`config.mk`:
```
export PLATFORM = sky130hd
export DESIGN_NAME = instr_fetch_unit
export DESIGN_NICKNAME = d
export VERILOG_FILES = /design/src/rtl/instr_fetch_unit.sv
export SDC_FILE = /design/constraint.sdc
export NUM_CORES = 1
export LEC_CHECK = 0
export CORE_ASPECT_RATIO = 1.1
export CORE_UTILIZATION = 30
export CTS_CLUSTER_DIAMETER = 80
export DETAILED_ROUTE_END_ITERATION = 7
export SYNTH_ARGS = -nofsm -noshare
export SYNTH_HDL_FRONTEND = slang
export SYNTH_SLANG_ARGS = --single-unit
```
`constraint.sdc`:
```
create_clock -name clock -period 2.8 [get_ports clock]
set_clock_uncertainty 0.1 [all_clocks]
set_input_delay 0.56 -clock clock [delete_from_list [all_inputs] [get_ports clock]]
set_output_delay 0.56 -clock clock [all_outputs]
set_load 0.01 [all_outputs]
```
`src/rtl/instr_fetch_unit.sv`:
```
// Instruction fetch unit for the multicycle MIPS datapath.
// Owns the PC. On a fetch request from the control unit it reads one 32-bit word
// over a request/ready memory handshake. It then presents the word to the instruction
// register with a one-cycle ir_write strobe and advances the PC.
//
// Optional feature macro: FETCH_ALIGN_CHECK_EN
//   When this macro is defined, a fetch from an address that is not word aligned
//   never reaches memory. Instead it raises a one-cycle fetch_fault pulse.
//   When it is undefined, fetch_fault is tied to 0.
//
// Ports:
//   clock, reset       rising-edge clock, synchronous active-high reset
//   fetch_req          request one fetch (sampled only while idle)
//   pc_load, pc_in     PC redirect; applied when idle, deferred while a fetch is in flight
//   mem_read           memory read request, held until mem_ready
//   mem_address        word address of the read
//   mem_ready          memory read data valid / request accepted
//   mem_rdata          memory read data
//   ir_write           one-cycle load strobe to the instruction register
//   ir_data            last fetched instruction word
//   pc_out             current PC
//   busy               high whenever the unit is not idle
//   fetch_done         one-cycle pulse coincident with ir_write
//   fetch_fault        one-cycle misaligned-fetch pulse
module instr_fetch_unit #(
  parameter logic [31:0] RESET_PC = 32'h0000_0000,
  parameter logic [31:0] PC_STEP  = 32'd4
) (
  input  logic        clock,
  input  logic        reset,
  input  logic        fetch_req,
  input  logic        pc_load,
  input  logic [31:0] pc_in,
  output logic        mem_read,
  output logic [31:0] mem_address,
  input  logic        mem_ready,
  input  logic [31:0] mem_rdata,
  output logic        ir_write,
  output logic [31:0] ir_data,
  output logic [31:0] pc_out,
  output logic        busy,
  output logic        fetch_done,
  output logic        fetch_fault
);

`ifdef FETCH_ALIGN_CHECK_EN
  typedef enum logic [1:0] {StIdle, StIssue, StWriteback, StFault} state_e;
`else
  typedef enum logic [1:0] {StIdle, StIssue, StWriteback} state_e;
`endif

  state_e      state_q, state_d;
  logic [31:0] pc_q, pc_d;
  logic [31:0] addr_q, addr_d;
  logic        read_q, read_d;
  logic [31:0] ir_data_q, ir_data_d;
  logic        ir_write_q, ir_write_d;
  logic        done_q, done_d;
  logic        busy_q, busy_d;
  logic        pend_valid_q, pend_valid_d;
  logic [31:0] pend_pc_q, pend_pc_d;
  logic [31:0] issue_addr;
`ifdef FETCH_ALIGN_CHECK_EN
  logic        fault_q, fault_d;
`endif

  // A redirect arriving together with a fetch request takes effect for that fetch.
  assign issue_addr = pc_load ? pc_in : pc_q;

  always_comb begin
    state_d      = state_q;
    pc_d         = pc_q;
    addr_d       = addr_q;
    read_d       = read_q;
    ir_data_d    = ir_data_q;
    ir_write_d   = 1'b0;
    done_d       = 1'b0;
    pend_valid_d = pend_valid_q;
    pend_pc_d    = pend_pc_q;
`ifdef FETCH_ALIGN_CHECK_EN
    fault_d      = 1'b0;
`endif
    case (state_q)
      StIdle: begin
        if (fetch_req) begin
          pc_d = issue_addr;
`ifdef FETCH_ALIGN_CHECK_EN
          if (issue_addr[1:0] != 2'b00) begin
            state_d = StFault;
            fault_d = 1'b1;
          end else
`endif
          begin
            state_d = StIssue;
            read_d  = 1'b1;
            addr_d  = issue_addr;
          end
        end else if (pc_load) begin
          pc_d = pc_in;
        end
      end
      StIssue: begin
        // A redirect cannot cancel the fetch in flight. It is held until writeback.
        if (pc_load) begin
          pend_valid_d = 1'b1;
          pend_pc_d    = pc_in;
        end
        if (mem_ready) begin
          ir_data_d  = mem_rdata;
          read_d     = 1'b0;
          ir_write_d = 1'b1;
          done_d     = 1'b1;
          state_d    = StWriteback;
        end
      end
      StWriteback: begin
        state_d      = StIdle;
        pend_valid_d = 1'b0;
        if (pc_load) begin
          pc_d = pc_in;  // the newest redirect wins over an older pending one
        end else if (pend_valid_q) begin
          pc_d = pend_pc_q;
        end else begin
          pc_d = pc_q + PC_STEP;
        end
      end
`ifdef FETCH_ALIGN_CHECK_EN
      StFault: begin
        state_d = StIdle;
        if (pc_load) pc_d = pc_in;
      end
`endif
      default: state_d = StIdle;
    endcase
    busy_d = (state_d != StIdle);
  end

  always_ff @(posedge clock) begin
    if (reset) begin
      state_q      <= StIdle;
      pc_q         <= RESET_PC;
      addr_q       <= 32'h0;
      read_q       <= 1'b0;
      ir_data_q    <= 32'h0;
      ir_write_q   <= 1'b0;
      done_q       <= 1'b0;
      busy_q       <= 1'b0;
      pend_valid_q <= 1'b0;
      pend_pc_q    <= 32'h0;
`ifdef FETCH_ALIGN_CHECK_EN
      fault_q      <= 1'b0;
`endif
    end else begin
      state_q      <= state_d;
      pc_q         <= pc_d;
      addr_q       <= addr_d;
      read_q       <= read_d;
      ir_data_q    <= ir_data_d;
      ir_write_q   <= ir_write_d;
      done_q       <= done_d;
      busy_q       <= busy_d;
      pend_valid_q <= pend_valid_d;
      pend_pc_q    <= pend_pc_d;
`ifdef FETCH_ALIGN_CHECK_EN
      fault_q      <= fault_d;
`endif
    end
  end

  assign mem_read    = read_q;
  assign mem_address = addr_q;
  assign ir_write    = ir_write_q;
  assign ir_data     = ir_data_q;
  assign pc_out      = pc_q;
  assign busy        = busy_q;
  assign fetch_done  = done_q;
`ifdef FETCH_ALIGN_CHECK_EN
  assign fetch_fault = fault_q;
`else
  assign fetch_fault = 1'b0;
`endif

endmodule

```
==> metrics.csv, run 1 <==
metric;value;unit
slew_viol_final;0;
final_net_count;994;
initial_core_utilization;30.9;%
post_synth_most_frequent_cells;157 x sky130_fd_sc_hd__nand2_1, 134 x sky130_fd_sc_hd__dfxtp_1, 95 x sky130_fd_sc_hd__a21oi_1;
run_status;finished with violations;
globalplace.congestion;0.810;
hp-class;flip-flop to flip-flop;
static-leakage-power;3.10;nW
topRoutingLayerUsed;met4;
synth-edff-count;0;
hp-start;pend_pc_q[22]$_SDFFE_PP0P_;
areaGrowthSynthToFinish;40.6;%
fill_cells;2030;
worstPathRequired;2.98;ns
synth.most_common_cell;sky130_fd_sc_hd__nand2_1;
wl_met3;1310;um
grt_first_pass_wirelength;32400;um
power-per-cell-area;602;nW/um2
netlist-cell-type-count;54;
timing.final.crit_share;86.1;%
timing.reg2reg.setup_slack;0.39;ns
drt-initial-drc-count;349;
grt_start_max_net_pins;66;
timing.setup.tns;0;ns
reg2regPathDepth;6;
cts_htree_levels;4;
detailedRoute.firstPassIterationCount;8;
top_level_ports;170;
final_util;43.4;%
crit_path_start;pc_out[2]$_SDFFE_PP0P_;
final-setup-viol-count;0;
postSynthAreaPerCell;7.93;um2
clock-root-buffer;sky130_fd_sc_hd__clkbuf_16;
timing.slew.headroom;50.3;%
cts_hold_buffers;0;
netlist.area_leader.share;43.3;%
timing_worst_slew_pin_value;0.746;ns
path_max_fanout;7;
cts-buffers-inserted;17;
totalPowerFinal;0.00525;W
die-width;139;um
synth.yosys.seq_area_share;43.3;%
detail_route.vias_per_cell;5.15;
die_area;21200;um2
grt_setup_unrepaired;no;
detail_route.wirelength.met1;8990;um
wl_per_cell;17.0;um
clockBufferDepth;2;
ctsResizeCount;0;
cts_sinks;134;
drt-total-wl;20200;um
layout_cells_sized_above_1;7.26;%
global_route.overflow_total;0;
worst_skew_pair.late_latency;0.43;ns
design_area;8720;um2
final_antenna_net_count;0;
antenna_cells;0;
synth-main-ff-cell;sky130_fd_sc_hd__dfxtp_1;
ir_drop;0.000460;V
port-buffer-count;168;
worstSetupStartpointType;flip-flop;
min_path_cells;2;
netlist_area;6200;um2
placeableCoreArea;20100;um2
r2r_start;pc_out[2]$_SDFFE_PP0P_;
dieHeight;153;um
wl_met2;9590;um
cts.reportedPaths.clkPinSlew;0.06;ns
syn_nets;852;
timing.fmax;415;MHz
critical_path.reg2reg.endpoint;pc_out[28]$_SDFFE_PP0P_;
synth-async-reset-ratio;0;%
initial_antenna_violation_count;0;
worstHoldEndpoint;pend_pc_q[22]$_SDFFE_PP0P_;
vias;6129;
crit_path_end_kind;flip-flop;
gr-usage-all-layers;19.4;%
critical_path_class;flip-flop to flip-flop;
postSynthCellCount;782;
cp.arrival;2.59;ns
cts_post_setup_buffers_inserted;0;
place_area;8120;um2
detail_route.drc_violations;8;
vias_in_the_first_global_route;5923;
synthesis.yosys.warnings;0;
synth_area_leaders;sky130_fd_sc_hd__dfxtp_1 43%, sky130_fd_sc_hd__nand2_1 9.5%, sky130_fd_sc_hd__a21oi_1 7.7%;
finalHoldViolCount;0;
num_rows;54;
tritoncts;built;
synthDominantAreaCellType;sky130_fd_sc_hd__dfxtp_1;
failed_checks;DRC;
cap_viol_max_count;0;
ys_ff_latch;134;
detailed_place_hpwl;13600;um
timing.final.crit_period;2.41;ns
==> per-stage QoR <==
stage               std cells  setup slack [ns]  hold slack, ns
global placement         1157             0.530           0.340
global route             1189             0.175           0.376
finish                   1189             0.390           0.353
detailed placement       1157             0.450           0.346
floorplan                 782             0.711           0.332
CTS                      1189             0.398           0.354
==> flip-flops by register name, indices dropped and copies added (netlist names) <==
signal,cells
ir_data,32
mem_address,32
pc_out,32
pend_pc_q,32
state_q,2
busy,1
fetch_done,1
mem_read,1
pend_valid_q,1
==> power by group <==
part | switching [W] | total [W] | internal, W
Clock | 0.000882 | 0.00227 | 0.00138
Sequential | 0.000108 | 0.00213 | 0.00203
Combinational | 0.000426 | 0.000849 | 0.000423
Total | 0.00142 | 0.00525 | 0.00383
==> how the worst max path moves through the flow <==
stage | endpoint | slack, ns
2_1_floorplan | pc_out[26]$_SDFFE_PP0P_ | 0.71
3_3_place_gp | pc_out[28]$_SDFFE_PP0P_ | 0.53
3_5_place_dp | pc_out[28]$_SDFFE_PP0P_ | 0.45
4_1_cts | pc_out[28]$_SDFFE_PP0P_ | 0.40
5_1_grt | pc_out[28]$_SDFFE_PP0P_ | 0.18
6_report | pc_out[28]$_SDFFE_PP0P_ | 0.39
==> worst max-delay path, stage by stage (launching register included) <==
cell                       delay (ns)
sky130_fd_sc_hd__dfxtp_1         0.46
sky130_fd_sc_hd__ha_1            0.27
sky130_fd_sc_hd__and4_1          0.31
sky130_fd_sc_hd__nand3_1         0.31
sky130_fd_sc_hd__nor4_1          0.47
sky130_fd_sc_hd__mux2i_1         0.27
sky130_fd_sc_hd__a211oi_2        0.08
==> metal layers <==
metal | vias up | global-route usage [%]
met2 | 200 | 31.9
met1 | 2866 | 24.2
li1 | 3038 | -
met4 | 0 | 7.04
met3 | 25 | 5.19
met5 | - | 0
==> placed cells by master, fill, tap and decap left out, types with 3 or more instances in the layout <==
cell type,Yosys,routed
sky130_fd_sc_hd__a22o_1,5,5
sky130_fd_sc_hd__or2_2,4,4
sky130_fd_sc_hd__a21oi_1,95,95
sky130_fd_sc_hd__and3_1,3,3
sky130_fd_sc_hd__buf_4,2,21
sky130_fd_sc_hd__nor3_1,18,18
sky130_fd_sc_hd__dfxtp_1,134,134
sky130_fd_sc_hd__a211oi_1,31,31
sky130_fd_sc_hd__a32oi_1,5,5
sky130_fd_sc_hd__nor2_1,65,65
sky130_fd_sc_hd__o31a_1,3,3
sky130_fd_sc_hd__nand4_1,8,8
sky130_fd_sc_hd__nand2b_1,8,8
sky130_fd_sc_hd__clkbuf_8,0,3
sky130_fd_sc_hd__a22oi_1,9,9
sky130_fd_sc_hd__inv_1,13,13
sky130_fd_sc_hd__a31oi_1,5,5
sky130_fd_sc_hd__xnor2_1,6,6
sky130_fd_sc_hd__o21ai_0,26,26
sky130_fd_sc_hd__nand2_1,157,157
sky130_fd_sc_hd__a311oi_1,4,4
sky130_fd_sc_hd__nand3_1,11,11
sky130_fd_sc_hd__clkinv_2,0,4
sky130_fd_sc_hd__nor2b_1,7,7
sky130_fd_sc_hd__mux2i_1,38,38
sky130_fd_sc_hd__clkbuf_16,0,17
sky130_fd_sc_hd__o22ai_1,9,9
sky130_fd_sc_hd__clkdlybuf4s50_1,0,166
sky130_fd_sc_hd__a2bb2oi_1,3,3
sky130_fd_sc_hd__o221ai_1,5,5
sky130_fd_sc_hd__xor2_1,5,5
sky130_fd_sc_hd__buf_12,0,3
sky130_fd_sc_hd__nor4_1,8,8
==> cells by family (layout without fill, tap and decap cells) <==
logic type                 after synthesis  count (layout)  share of synthesized area (%)
muxes                                   38              38                           6.14
xor gates and xnor gates                11              11                           1.55
AOI/OAI and AO/OA                      214             214                           21.6
adders and majority gates                1               1                          0.202
DFF                                    134             134                           43.3
buffers and inverters                   80             235                           5.19
and+or+nand+nor                        303             303                           22.0
other                                    1               1                         0.0605
==> cell type report <==
| type | count | area (um2) | area share [%] |
|---|---|---|---|
| repair buffers | 190 | 1880 | 21.6 |
| clock inverters | 11 | 123 | 1.41 |
| flip-flops and latches | 134 | 2680 | 30.8 |
| clock buffers | 21 | 470 | 5.40 |
| multi-input cells | 568 | 3200 | 36.7 |
| inverters | 13 | 48.8 | 0.560 |
| well taps | 252 | 315 | 3.62 |
Note: power is estimated with default switching activity, not from simulation.
==> run 2: changes to the inputs <==
--- a/config.mk
+++ b/config.mk
@@ -9,6 +9,7 @@
 export CORE_UTILIZATION = 30
 export CTS_CLUSTER_DIAMETER = 80
 export DETAILED_ROUTE_END_ITERATION = 7
+export SKIP_CTS_REPAIR_TIMING = 1
 export SYNTH_ARGS = -nofsm -noshare
 export SYNTH_HDL_FRONTEND = slang
 export SYNTH_SLANG_ARGS = --single-unit
==> results of run 2 <==
No change in the layout: final DEF, timing and power equal those of run 1.
==> run 3: changes to the inputs <==
==> constraint.sdc (replaced) <==
create_clock -name clock -period 2.2 [get_ports clock]
set_clock_uncertainty 0.1 [all_clocks]
set_input_delay 0.44 -clock clock [delete_from_list [all_inputs] [get_ports clock]]
set_output_delay 0.44 -clock clock [all_outputs]
set_load 0.01 [all_outputs]
==> run 3 against run 2 <==
  * The run still ends with DRC left
  * Wire length up 0.44%
  * Die area unchanged
  * Count of clock-buffer cells in the layout down 4
==> metrics.csv, run 3 (synthesized netlist as in run 1, its figures left out) <==
metric;value;unit
worstHoldEndpoint;pend_pc_q[29]$_SDFFE_PP0P_;
layout.cells.most_common_list;166 x sky130_fd_sc_hd__clkdlybuf4s50_1, 157 x sky130_fd_sc_hd__nand2_1, 134 x sky130_fd_sc_hd__dfxtp_1, 95 x sky130_fd_sc_hd__a21oi_1, 65 x sky130_fd_sc_hd__nor2_1;
most_common_cell_after_layout_fill_and_taps_aside;sky130_fd_sc_hd__clkdlybuf4s50_1;
initial_core_utilization;30.9;%
port-buffer-count;168;
detailedRoute.firstPassIterationCount;8;
worst_skew_pair.late_latency;0.42;ns
run_status;finished with violations;
wl_per_cell;16.7;um
global_route.overflow_total;0;
reg2regPathDepth;5;
cts-buffers-inserted;17;
path_max_fanout;13;
vias;6273;
hp-class;input port to flip-flop;
timing.final.crit_period;2.08;ns
worstPathRequired;2.38;ns
grt_first_pass_wirelength;32300;um
final-setup-viol-count;0;
drt-initial-drc-count;479;
timing.fmax;482;MHz
grt_start_max_net_pins;45;
areaGrowthSynthToFinish;44.0;%
ir_drop;0.000643;V
antenna_cells;0;
slew_viol_final;0;
drt-total-wl;20300;um
static-leakage-power;3.23;nW
die-width;139;um
design_area;8930;um2
tritoncts;built;
initial_antenna_violation_count;0;
num_rows;54;
place_area;8350;um2
totalPowerFinal;0.00663;W
timing_worst_slew_pin_value;0.883;ns
top_level_ports;170;
die_area;21200;um2
power-per-cell-area;743;nW/um2
timing.setup.tns;0;ns
timing.final.crit_share;94.4;%
cts.reportedPaths.clkPinSlew;0.07;ns
crit_path_end_kind;flip-flop;
cap_viol_max_count;0;
detail_route.drc_violations;7;
sequential_cell_area;2680;um2
globalplace.congestion;0.833;
post_layout_nonfiller_instances;1218;
clockBufferDepth;2;
placeableCoreArea;20100;um2
vias_in_the_first_global_route;5893;
critical_path.reg2reg.endpoint;pc_out[28]$_SDFFE_PP0P_;
critical_path_class;flip-flop to flip-flop;
cp.arrival;2.26;ns
failed_checks;DRC;
hp-start;reset;
clock-root-buffer;sky130_fd_sc_hd__clkbuf_16;
gr-usage-all-layers;19.3;%
cts_htree_levels;4;
min_path_cells;2;
dp_cells;1186;
worstSetupStartpointType;flip-flop;
cts_sinks;134;
multi_input_combinational_cell_area;3200;um2
final_antenna_net_count;0;
grt_setup_unrepaired;no;
timing.slew.headroom;41.0;%
final_net_count;1023;
detail_route.vias_per_cell;5.15;
detailed_place_hpwl;14300;um
r2r_start;pc_out[14]$_SDFFE_PP0P_;
fill_cells;2010;
timing.reg2reg.setup_slack;0.12;ns
dieHeight;153;um
finalHoldViolCount;0;
layout_cells_sized_above_1;10.2;%
run 3: cell types whose count changed in the layout (fill, tap and decap cells not counted), moves of 3 or more:
cell                         before  now
sky130_fd_sc_hd__clkinv_2         4    1
sky130_fd_sc_hd__inv_6            2    6
sky130_fd_sc_hd__clkbuf_8         3    0
sky130_fd_sc_hd__clkinvlp_4       1    4
sky130_fd_sc_hd__buf_4           21   49
run 3: final cells by class:
type                       count  area share [%]
clock buffer                  17            4.76
clock inverter                15            1.61
inverter                      13           0.547
multi-input combinational    568            35.9
sequential                   134            30.0
tap                          252            3.53
timing repair buffer         219            23.6
run 3: how the worst max path moves through the flow:
stage,cells past startpoint,startpoint,slack (ns),to
after floorplan,7,pc_out[11]$_SDFFE_PP0P_,0.11,pc_out[26]$_SDFFE_PP0P_
after detailed placement,5,pc_out[14]$_SDFFE_PP0P_,0.1,pc_out[28]$_SDFFE_PP0P_
after global placement,5,pc_out[14]$_SDFFE_PP0P_,0.14,pc_out[28]$_SDFFE_PP0P_
final,5,pc_out[14]$_SDFFE_PP0P_,0.12,pc_out[28]$_SDFFE_PP0P_
after CTS,5,pc_out[14]$_SDFFE_PP0P_,0.06,pc_out[28]$_SDFFE_PP0P_
after global routing,7,pc_out[2]$_SDFFE_PP0P_,0.02,pc_out[26]$_SDFFE_PP0P_
run 3: critical path, cell delays in order, from the launching register on:
cell	delay, ns
sky130_fd_sc_hd__dfxtp_1	0.36
sky130_fd_sc_hd__nand4_2	0.17
sky130_fd_sc_hd__or4_4	0.64
sky130_fd_sc_hd__nor4_2	0.34
sky130_fd_sc_hd__mux2i_1	0.25
sky130_fd_sc_hd__a211oi_2	0.08
run 3: report_power, final:
group,switching [W],internal (W),total (W)
clock network,0.00120,0.00158,0.00278
logic,0.000573,0.000585,0.00116
registers,0.000112,0.00258,0.00269
run 3: per-layer routing:
metal / part of all wire, % / track usage [%] / wire length (um) / vias up
li1: - / - / - / 3107
met1: 45 / 24.1 / 9120 / 2952
met4: 1.1 / 5.03 / 221 / 0
met2: 48 / 32.4 / 9680 / 198
met5: 0 / 0 / 0 / -
met3: 6.4 / 5.63 / 1310 / 16
run 3: metrics by stage:
stage / hold WS, ns / setup WS, ns / utilization, %
floorplan: 0.332 / 0.111 / -
global placement: 0.340 / 0.136 / 41.6
detailed placement: 0.345 / 0.0981 / 41.6
CTS: 0.217 / 0.0638 / 44.5
global route: 0.229 / 0.0205 / 44.5
finish: 0.236 / 0.123 / 44.5
